--- config.mk ---
export PLATFORM = sky130hd
export DESIGN_NAME = memory_stage
export DESIGN_NICKNAME = d
export VERILOG_FILES = /design/src/rtl/memory_stage.sv
export SDC_FILE = /design/constraint.sdc
export NUM_CORES = 1
export LEC_CHECK = 0
export CAP_MARGIN = 40
export CORE_AREA = 3 3 124 126
export DETAILED_ROUTE_END_ITERATION = 10
export DIE_AREA = 0 0 127 129
export PLACE_DENSITY = 0.78
export SLEW_MARGIN = 20
export SYNTH_ARGS = -nofsm -noshare
export SYNTH_HDL_FRONTEND = slang
export SYNTH_SLANG_ARGS = --single-unit
--- constraint.sdc ---
create_clock -name CLK -period 5 [get_ports CLK]
set_input_delay 1 -clock CLK [delete_from_list [all_inputs] [get_ports CLK]]
set_output_delay 1 -clock CLK [all_outputs]
set_load 0.005 [all_outputs]
--- src/rtl/memory_stage.sv ---
// MEM pipeline stage: issues data-memory accesses, resolves branches/jumps on
// completion, and registers the MEM/WB latch. States: IDLE, WAIT, HALTED.
module memory_stage (
    input  logic        CLK,
    input  logic        nRST,
    input  logic        ex_valid,
    input  logic [31:0] ex_aluout,
    input  logic        ex_zero,
    input  logic [31:0] ex_wdat,
    input  logic        ex_dren,
    input  logic        ex_dwen,
    input  logic [4:0]  ex_wsel,
    input  logic        ex_regwr,
    input  logic        ex_wsig,
    input  logic        ex_halt,
    input  logic        ex_beq,
    input  logic        ex_bne,
    input  logic        ex_jsig,
    input  logic        ex_jrsig,
    input  logic [31:0] ex_brval,
    input  logic [31:0] ex_laddr,
    output logic        dmemREN,
    output logic        dmemWEN,
    output logic [31:0] dmemaddr,
    output logic [31:0] dmemstore,
    input  logic [31:0] dmemload,
    input  logic        dhit,
    output logic        mem_stall,
    output logic        pc_redirect,
    output logic [31:0] pc_target,
    output logic        flush,
    output logic [31:0] wb_wdat,
    output logic [4:0]  wb_wsel,
    output logic        wb_wen,
    output logic        wb_halt
);

    localparam logic [1:0] ST_IDLE   = 2'd0;
    localparam logic [1:0] ST_WAIT   = 2'd1;
    localparam logic [1:0] ST_HALTED = 2'd2;

    logic [1:0]  state;
    logic [31:0] addr_p1;
    logic [31:0] store_p1;
    logic        ren_p1;
    logic        wen_p1;

    logic mem_req;
    logic issue;
    logic in_wait;
    logic pending;
    logic complete;
    logic taken;

    always_comb begin
        // A halt never issues a memory access, even if its enables are set.
        mem_req  = ex_valid & (ex_dren | ex_dwen) & ~ex_halt;
        issue    = nRST & (state == ST_IDLE) & mem_req;
        in_wait  = nRST & (state == ST_WAIT);
        pending  = issue | in_wait;
        complete = nRST & (((state == ST_IDLE) & ex_valid & ~mem_req) | (pending & dhit));
        taken    = ex_jrsig | ex_jsig | (ex_beq & ex_zero) | (ex_bne & ~ex_zero);

        dmemREN   = 1'b0;
        dmemWEN   = 1'b0;
        dmemaddr  = '0;
        dmemstore = '0;
        if (issue) begin
            dmemREN   = ex_dren & ~ex_dwen;
            dmemWEN   = ex_dwen;
            dmemaddr  = ex_aluout;
            dmemstore = ex_wdat;
        end else if (in_wait) begin
            dmemREN   = ren_p1;
            dmemWEN   = wen_p1;
            dmemaddr  = addr_p1;
            dmemstore = store_p1;
        end

        mem_stall   = pending & ~dhit;
        pc_redirect = complete & taken;
        flush       = complete & taken;
        pc_target   = '0;
        if (nRST) begin
            pc_target = ex_jrsig ? ex_laddr : ex_brval;
        end
    end

    // Request captured at issue so WAIT presents a stable access.
    always_ff @(posedge CLK) begin
        if (issue) begin
            addr_p1  <= ex_aluout;
            store_p1 <= ex_wdat;
            ren_p1   <= ex_dren & ~ex_dwen;
            wen_p1   <= ex_dwen;
        end
    end

    always_ff @(posedge CLK or negedge nRST) begin
        if (!nRST) begin
            state   <= ST_IDLE;
            wb_wdat <= '0;
            wb_wsel <= '0;
            wb_wen  <= 1'b0;
            wb_halt <= 1'b0;
        end else begin
            wb_wen <= complete & ex_regwr;
            if (complete) begin
                wb_wdat <= ex_wsig ? dmemload : ex_aluout;
                wb_wsel <= ex_wsel;
            end
            case (state)
                ST_IDLE: begin
                    if (complete && ex_halt) begin
                        state   <= ST_HALTED;
                        wb_halt <= 1'b1;
                    end else if (issue && !dhit) begin
                        state <= ST_WAIT;
                    end
                end
                ST_WAIT: begin
                    if (dhit) begin
                        state <= ST_IDLE;
                    end
                end
                ST_HALTED: begin
                    state   <= ST_HALTED;
                    wb_halt <= 1'b1;
                end
                default: state <= ST_IDLE;
            endcase
        end
    end

endmodule
**Yosys cells after proc, flatten, opt, wreduce, memory -nomap -nowiden**

Index checks and enable logic that the tools add are counted.
W data, S select, Z words.

- Reduce and logical (&&, ||, !) cells: 7
- Divide/modulo/power cells: 0
- Bitwise operators: 26
- Shifts and indexed selects: 0
- $add $sub $neg: 0
- Equality and inequality tests: 5
- Multiply operators: 0
- Multiplexer cells: 17
- Order comparisons: 0

Operator list:

| operator | number |
|---|---|
| $mux W32 | 7 |
| $and A1 B1 Y1 | 15 |
| $mux W2 | 3 |
| $or A1 B1 Y1 | 6 |
| $pmux W2 S3 | 1 |
| $mux W1 | 5 |
| $not A1 Y1 | 5 |
| $reduce_and A2 Y1 | 2 |
| $ne A3 B1 Y1 const B | 1 |
| $eq A2 B1 Y1 const B | 1 |
| $eq A2 B2 Y1 const B | 1 |
| $logic_and A1 B1 Y1 | 2 |
| $logic_not A2 Y1 | 1 |
| $ne A2 B1 Y1 const B | 1 |
| $ne A2 B2 Y1 const B | 1 |
| $pmux W1 S2 | 1 |
| $reduce_bool A2 Y1 | 1 |
| $logic_not A1 Y1 | 1 |

- Output and inout bits: 140
- Latch bits: 0
- ROM bits: 0
- Flip-flop bits (word level): 107
- Logic and storage cells: 64
- Bits in writable memories: 0
- Memories kept: 0

**Logic depth before layout (Yosys ltp)**

Gate-level depths: netlist (run 1).

- Depth after elaboration: 11
- Gate-level depth with buffers: 6
- Depth with buffers taken out: 3

**Worst setup path before layout (run 1)**

OpenSTA, ideal clock, no wires.

- Path type: input to output
- Start: input port ex_valid
- End: output port dmemaddr[11]
- Buffers on the path: 2
- Arrival: 2661 ps
- Setup slack: 1339 ps
- Stages: 5
- Cell sequence: and4bb_1 > nor2b_1 > clkbuf_2 > buf_2 > a22o_1

- Word-level cells in the longest chain between the ends: 4

RTL lines:

| item | line | RTL |
|---|---|---|
| from (decl) | 6 | `input logic ex_valid,` |
| $and A1 B1 Y1 (2 in a row) | 57 | `mem_req = ex_valid & (ex_dren \| ex_dwen) & ~ex_halt;` |
| $and A1 B1 Y1 | 58 | `issue = nRST & (state == ST_IDLE) & mem_req;` |
| $mux W32 | 68 | `if (issue) begin` |
| to (decl) | 24 | `output logic [31:0] dmemaddr,` |

Every way passes these cells.

**Worst setup path after layout (run 1)**

- Start: input port ex_valid
- End: output port dmemstore[0]

- Word-level cells in the longest chain between the ends: 4

RTL lines:

| item | line | RTL |
|---|---|---|
| $and A1 B1 Y1 (2 in a row) | 57 |  |
| $and A1 B1 Y1 | 58 |  |
| $mux W32 | 68 |  |
| to (decl) | 25 | `output logic [31:0] dmemstore,` |

Every way passes these cells.

==> results of run 1 <==
-- registers in the layout, summed over array words and instances, names as in the netlist --
| name | flops |
|---|---|
| addr_p1 | 32 |
| store_p1 | 32 |
| wb_wdat | 32 |
| wb_wsel | 5 |
| state | 2 |
| ren_p1 | 1 |
| wb_halt | 1 |
| wb_wen | 1 |
| wen_p1 | 1 |
-- worst max-delay path: cells and delay by family --
family	cells	cell delay, ns
and+or+nand+nor	2	0.46
AOI/OAI and AO/OA	1	0.24
buffers and inverters	3	1.47
-- routing by layer --
metal  up-vias  share of wire  wire length [µm]  GRT usage
li1       1978              -                 -          -
met1      2001           0.37              6370      0.232
met2       175           0.54              9180      0.372
met3        21          0.070              1200     0.0577
met4         2          0.016               267     0.0562
met5         -        0.00082                14          0
-- cells in the final DEF (no fill, tap or decap), types with 2 or more instances in the layout --
master / Yosys / layout
buf_12: 0 / 2
mux2_1: 3 / 3
buf_2: 12 / 2
nor2_1: 2 / 2
clkbuf_16: 0 / 11
edfxtp_1: 66 / 66
inv_1: 2 / 2
mux2i_1: 32 / 32
dfrtp_1: 41 / 41
mux2_2: 59 / 59
clkbuf_1: 10 / 2
clkdlybuf4s50_1: 0 / 316
mux2_4: 8 / 8
a22o_1: 65 / 65
nor2b_1: 35 / 34
buf_4: 3 / 5
clkinvlp_4: 0 / 2
-- layout make-up --
class | instances | area, µm² | area share
clock buffers | 14 | 297 | 0.0335
inverters | 2 | 7.51 | 0.000848
well taps | 184 | 230 | 0.0260
repair buffers | 325 | 3250 | 0.367
clock inverters | 2 | 15.0 | 0.00170
flip-flops and latches | 107 | 3010 | 0.340
multi-input cells | 216 | 2040 | 0.231
-- kinds of logic (layout without fill, tap and decap cells) --
family          count (synthesis)  count (layout)
simple gates                   42              42
buf+inv                        34             343
compound gates                 72              72
mux                           102             102
flops                         107             107
-- power by group --
part           internal (mW)  switching (mW)  leakage [nW]
clock network          0.413           0.308         0.145
registers               1.09          0.0773          1.08
logic                  0.549           0.238          2.05
-- worst max-delay path by stage --
stage / end / slack (ns) / cells after the start
floorplan: dmemaddr[11] / 1.34 / 5
CTS: dmemstore[0] / 0.81 / 6
detailed placement: dmemaddr[21] / 0.81 / 6
finish: dmemstore[0] / 0.80 / 6
global route: dmemaddr[29] / 0.68 / 6
global placement: dmemaddr[25] / 0.93 / 6
-- through the flow --
| step | hold slack [ns] | setup WS (ns) | cell area (µm²) |
|---|---|---|---|
| 2_1_floorplan | 0.454 | 1.34 | 5230 |
| 3_3_place_gp | 0.460 | 0.926 | 8540 |
| 3_5_place_dp | 0.466 | 0.812 | 8540 |
| 4_1_cts | 0.457 | 0.807 | 8850 |
| 5_1_grt | 0.463 | 0.683 | 8850 |
| 6_report | 0.471 | 0.798 | 8850 |
==> run_results.csv, run 1 <==
group,metric,value,unit
status,status,"finished, final reports clean",
synthesis,synth_top_area_frac,0.379,
clock_network,cts_setup_buffers,0,
clock_network,hold_buffers,0,
synthesis,syn_area_per_cell,14.6,µm²
clock_network,cts_buffers,9,
synthesis,synth_fp_nets,536,
die,initial_core_util,0.362,
critical_path,reg2reg_slack,3.02,ns
finish,drive_gt1_frac,0.143,
critical_path,critPathMaxFanout,48,
clock_network,cts_resized,0,
sta,fin_crit,4.20,ns
sta,fmax,0.238,GHz
critical_path,cp_data_arrival_time,3.20,ns
die,dieArea,16400,µm²
global_route,grt_max_degree,86,
sta,period_share,0.840,
clock_network,cts_tree,"built",
critical_path,start_kind,"primary input",
synthesis,synth_most_common_cell,"edfxtp_1",
global_route,grt_pass1_wl,25600,µm
sta,setup_viol,0,
critical_path,crit_type,"primary input to output pin",
synthesis,ys_seq_elements,107,
sta,relSlewSlack,0.502,
synthesis,netlist_instances,357,
synthesis,synth_common_cells,"edfxtp_1, a22o_1, mux2_2",
global_route,grt-ovfl-total,0,
sta,tightest_slew,0.748,ns
pwr,total_power,2.67,mW
sta,slew_violations,0,
die,die_x,127,µm
pwr,leakage,3.28,nW
synthesis,synth_edf_count,66,
global_route,gr-usage-all-layers,0.203,
global_route,grt_pass1_vias,4492,
drt,drt_iter0_drc,122,
placed_design,dp.cells,834,
synthesis,synth-simple-area-share,0.0505,
synthesis,seq_area_frac_synth,0.576,
critical_path,crit_chain,"clkdlybuf4s50_1 > and4bb_1 > nor2b_4 > buf_4 > a22o_1 > clkdlybuf4s50_1",
clock_network,clk_pin_slew_worst_paths,0.07,ns
placed_design,port_buffers,318,
placed_design,gp_congestion,0.784,
synthesis,synth_top_family_by_area,"multiplexers",
global_route,antenna_found_initial,1,
drt,drt-wirelength-per-cell,20.0,µm
critical_path,worst_setup_path_end_kind,"output pin",
finish,diodes,0,
sta,hold_viol,0,
synthesis,yosys.area.top_type,"edfxtp_1",
die,ios,319,
drt,drcViolationCount,0,
synthesis,synth-xor-area-share,0,
pwr,p_per_area,302,nW/µm²
sta,finalClockSkew,0.00729,ns
die,rows,44,
critical_path,reg2regPathDepth,4,
clock_network,htreeDepth,3,
clock_network,cts.sinks,107,
finish,final_util,0.614,
die,core_area,14400,µm²
critical_path,r2r-end,"wb_wdat[7]$_DFFE_PN0N_",
synthesis,synthArstFlopShare,0.383,
finish,instances_no_fill,850,
sta,finalSetupTns,0,ns
finish,nFillCells,1143,
pwr,ir_drop,0.171,mV
synthesis,synth_compound_area_frac,0.120,
critical_path,rr_startpoint,"state[0]$_DFFE_PN0P_",
critical_path,max_stage_delay,0.51,ns
sta,rsz0062_at_grt,"no",
clock_network,worstSkewPairLatency,0.34,ns
die,die_y,129,µm
drt,drt_pass1_iterations,4,
critical_path,slowest_stage,"clkdlybuf4s50_1",
drt,antenna_left,0,
clock_network,clk_path_buf_depth,2,
drt,via_per_inst,4.91,
critical_path,critPathLaunch,"ex_valid",
synthesis,synth_mux_area_frac,0.218,
clock_network,root_buffer,"clkbuf_16",
drt,num_vias,4177,
finish,nNetsFinal,840,
finish,syn2layout_area_growth,69.4,%
placed_design,place.detailed.hpwl,13200,µm
synthesis,yosys.area_share.adder,0,
synthesis,synth_cell_type_count,26,
drt,routed_wl,17000,µm
synthesis,synthTopCellsByArea,"edfxtp_1, dfrtp_1, mux2_2",
synthesis,synth_ff_type,"edfxtp_1",
run,cap_violations,0,
worst_hold_path,holdCritPathClass,"primary input to asynchronous set/reset pin",
critical_path,critPathRequiredTime,4.00,ns
synthesis,ys.warnings.count,0,
critical_path,crit_path_frequent_cell,"clkdlybuf4s50_1",
synthesis,syn-cell-area,5230,µm²
Note: power is estimated with default switching activity, not from simulation.
==> run 2: changes to the inputs <==
CORE_AREA = unset   (was 3 3 124 126)
CORE_MARGIN = 3   (was unset)
CORE_UTILIZATION = 38   (was unset)
DIE_AREA = unset   (was 0 0 127 129)
PLACE_DENSITY = 0.82   (was 0.78)
clock period = 4.36 ns   (was 5 ns; I/O delays follow)
==> run 2 against run 1 <==
Against the previous run:
- sequential share of layout area hardly changed
- via count is 3.6% higher
- non-clock buffer count is 1 higher
==> run_results.csv, run 2 (synthesis gave the netlist of run 1 again) <==
group,metric,value,unit
status,status,"finished, final reports clean",
critical_path,reg2reg_slack,2.36,ns
drt,drt-wirelength-per-cell,20.4,µm
clock_network,cts_setup_buffers,0,
drt,drt_pass1_iterations,4,
sta,setup_viol,0,
die,core_area,13300,µm²
clock_network,cts.sinks,107,
clock_network,cts_buffers,9,
drt,num_vias,4327,
critical_path,critPathLaunch,"ex_valid",
finish,drive_gt1_frac,0.144,
sta,fin_ws,0.518,ns
placed_design,place.detailed.hpwl,13200,µm
critical_path,critPathRequiredTime,3.49,ns
finish,nFillCells,1018,
clock_network,root_buffer,"clkbuf_16",
finish,final_area,8850,µm²
sta,fin_crit,3.84,ns
drt,via_per_inst,5.13,
sta,hold_viol,0,
critical_path,crit_path_frequent_cell,"clkdlybuf4s50_1",
sta,slew_violations,0,
drt,drt_iter0_drc,210,
drt,drcViolationCount,0,
die,die_y,123,µm
critical_path,rr_startpoint,"state[0]$_DFFE_PN0P_",
placed_design,dp_slack,0.523,ns
global_route,grt_pass1_vias,4357,
critical_path,worst_setup_path_end_kind,"output pin",
critical_path,reg2regPathDepth,4,
die,initial_core_util,0.391,
global_route,grt_max_degree,77,
clock_network,hold_buffers,0,
clock_network,worstSkewPairLatency,0.34,ns
finish,mostFrequentLayoutCell,"clkdlybuf4s50_1",
sta,finalClockSkew,0.00723,ns
critical_path,slowest_stage,"clkdlybuf4s50_1",
critical_path,r2r-end,"wb_wdat[0]$_DFFE_PN0N_",
critical_path,crit_chain,"clkdlybuf4s50_1 > and4bb_1 > nor2b_4 > buf_12 > a22o_1 > clkdlybuf4s50_1",
clock_network,htreeDepth,3,
finish,nNetsFinal,841,
critical_path,start_kind,"primary input",
finish,multi_input_area,2040,µm²
worst_hold_path,holdCritPathClass,"register to register",
placed_design,gp_congestion,0.806,
clock_network,cts_tree,"built",
pwr,ir_drop,0.184,mV
finish,ff_latch_area,3010,µm²
critical_path,critPathMaxFanout,76,
drt,antenna_left,0,
placed_design,place_area,8540,µm²
die,ios,319,
finish,syn2layout_area_growth,69.3,%
finish,diodes,0,
finish,mostFrequentLayoutCells,"clkdlybuf4s50_1, edfxtp_1, a22o_1, mux2_2, dfrtp_1",
run,cap_violations,0,
finish,top_regs,"addr_p1: 32 flops, store_p1: 32 flops, wb_wdat: 32 flops",
critical_path,crit_path_end,"dmemaddr[19]",
critical_path,cp_data_arrival_time,2.97,ns
sta,relSlewSlack,0.632,
clock_network,cts_resized,0,
global_route,gr-usage-all-layers,0.215,
sta,fmax,0.260,GHz
global_route,grt_pass1_wl,24700,µm
die,die_x,123,µm
global_route,grt-ovfl-total,0,
sta,tightest_slew,0.553,ns
sta,finalSetupTns,0,ns
placed_design,port_buffers,318,
sta,rsz0062_at_grt,"no",
critical_path,max_stage_delay,0.52,ns
die,dieArea,15200,µm²
drt,routed_wl,17200,µm
finish,final_util,0.663,
global_route,antenna_found_initial,0,
clock_network,clk_pin_slew_worst_paths,0.06,ns
pwr,leakage,3.28,nW
die,rows,42,
critical_path,crit_type,"primary input to output pin",
pwr,p_per_area,340,nW/µm²
sta,period_share,0.881,
clock_network,clk_path_buf_depth,2,
-- run 2: how the worst min path moves through the flow --
| stage | start | end | slack (ns) | cells after the start |
|---|---|---|---|---|
| 4_1_cts | wb_halt$_DFFE_PN0P_ | wb_halt$_DFFE_PN0P_ | 0.48 | 1 |
| 3_5_place_dp | wb_halt$_DFFE_PN0P_ | wb_halt$_DFFE_PN0P_ | 0.46 | 1 |
| 5_1_grt | wb_halt$_DFFE_PN0P_ | wb_halt$_DFFE_PN0P_ | 0.49 | 1 |
| 6_report | wb_halt$_DFFE_PN0P_ | wb_halt$_DFFE_PN0P_ | 0.47 | 1 |
| 2_1_floorplan | state[0]$_DFFE_PN0P_ | state[1]$_DFFE_PN0P_ | 0.45 | 1 |
| 3_3_place_gp | wb_halt$_DFFE_PN0P_ | wb_halt$_DFFE_PN0P_ | 0.46 | 1 |
-- run 2: metal layers --
layer | vias to the layer above | part of all wire | track usage
li1 | 1978 | - | -
met1 | 2119 | 0.36 | 0.242
met2 | 198 | 0.53 | 0.387
met3 | 32 | 0.074 | 0.0549
met4 | 0 | 0.037 | 0.0872
met5 | - | 0 | 0
-- run 2: critical path, delay by kind of cell --
kind | cells | cell delay [ns]
AND/OR/NAND/NOR | 2 | 0.49
AO/OA/AOI/OAI | 1 | 0.22
buffers and inverters | 3 | 1.35
-- run 2: power by group --
group	leakage, nW	switching, mW	internal (mW)	total, mW
combinational	2.07	0.275	0.632	0.906
sequential	1.08	0.0895	1.24	1.33
clock	0.133	0.368	0.395	0.763
total	3.28	0.732	2.27	3.00
-- run 2: layout make-up --
| class | count | area share |
|---|---|---|
| Clock buffer | 10 | 0.0259 |
| Timing Repair Buffer | 326 | 0.372 |
| Sequential cell | 107 | 0.340 |
| Clock inverter | 6 | 0.00552 |
| Inverter | 2 | 0.000849 |
| Tap cell | 176 | 0.0249 |
| Multi-Input combinational cell | 216 | 0.231 |
-- run 2: stage by stage --
stage | hold WS [ns] | power [mW] | instances
after floorplan | 0.454 | 1.60 | 357
after global placement | 0.459 | 2.24 | 826
after detailed placement | 0.459 | 2.27 | 826
after CTS | 0.476 | 3.04 | 842
after global routing | 0.494 | 3.12 | 843
final | 0.469 | 3.00 | 843
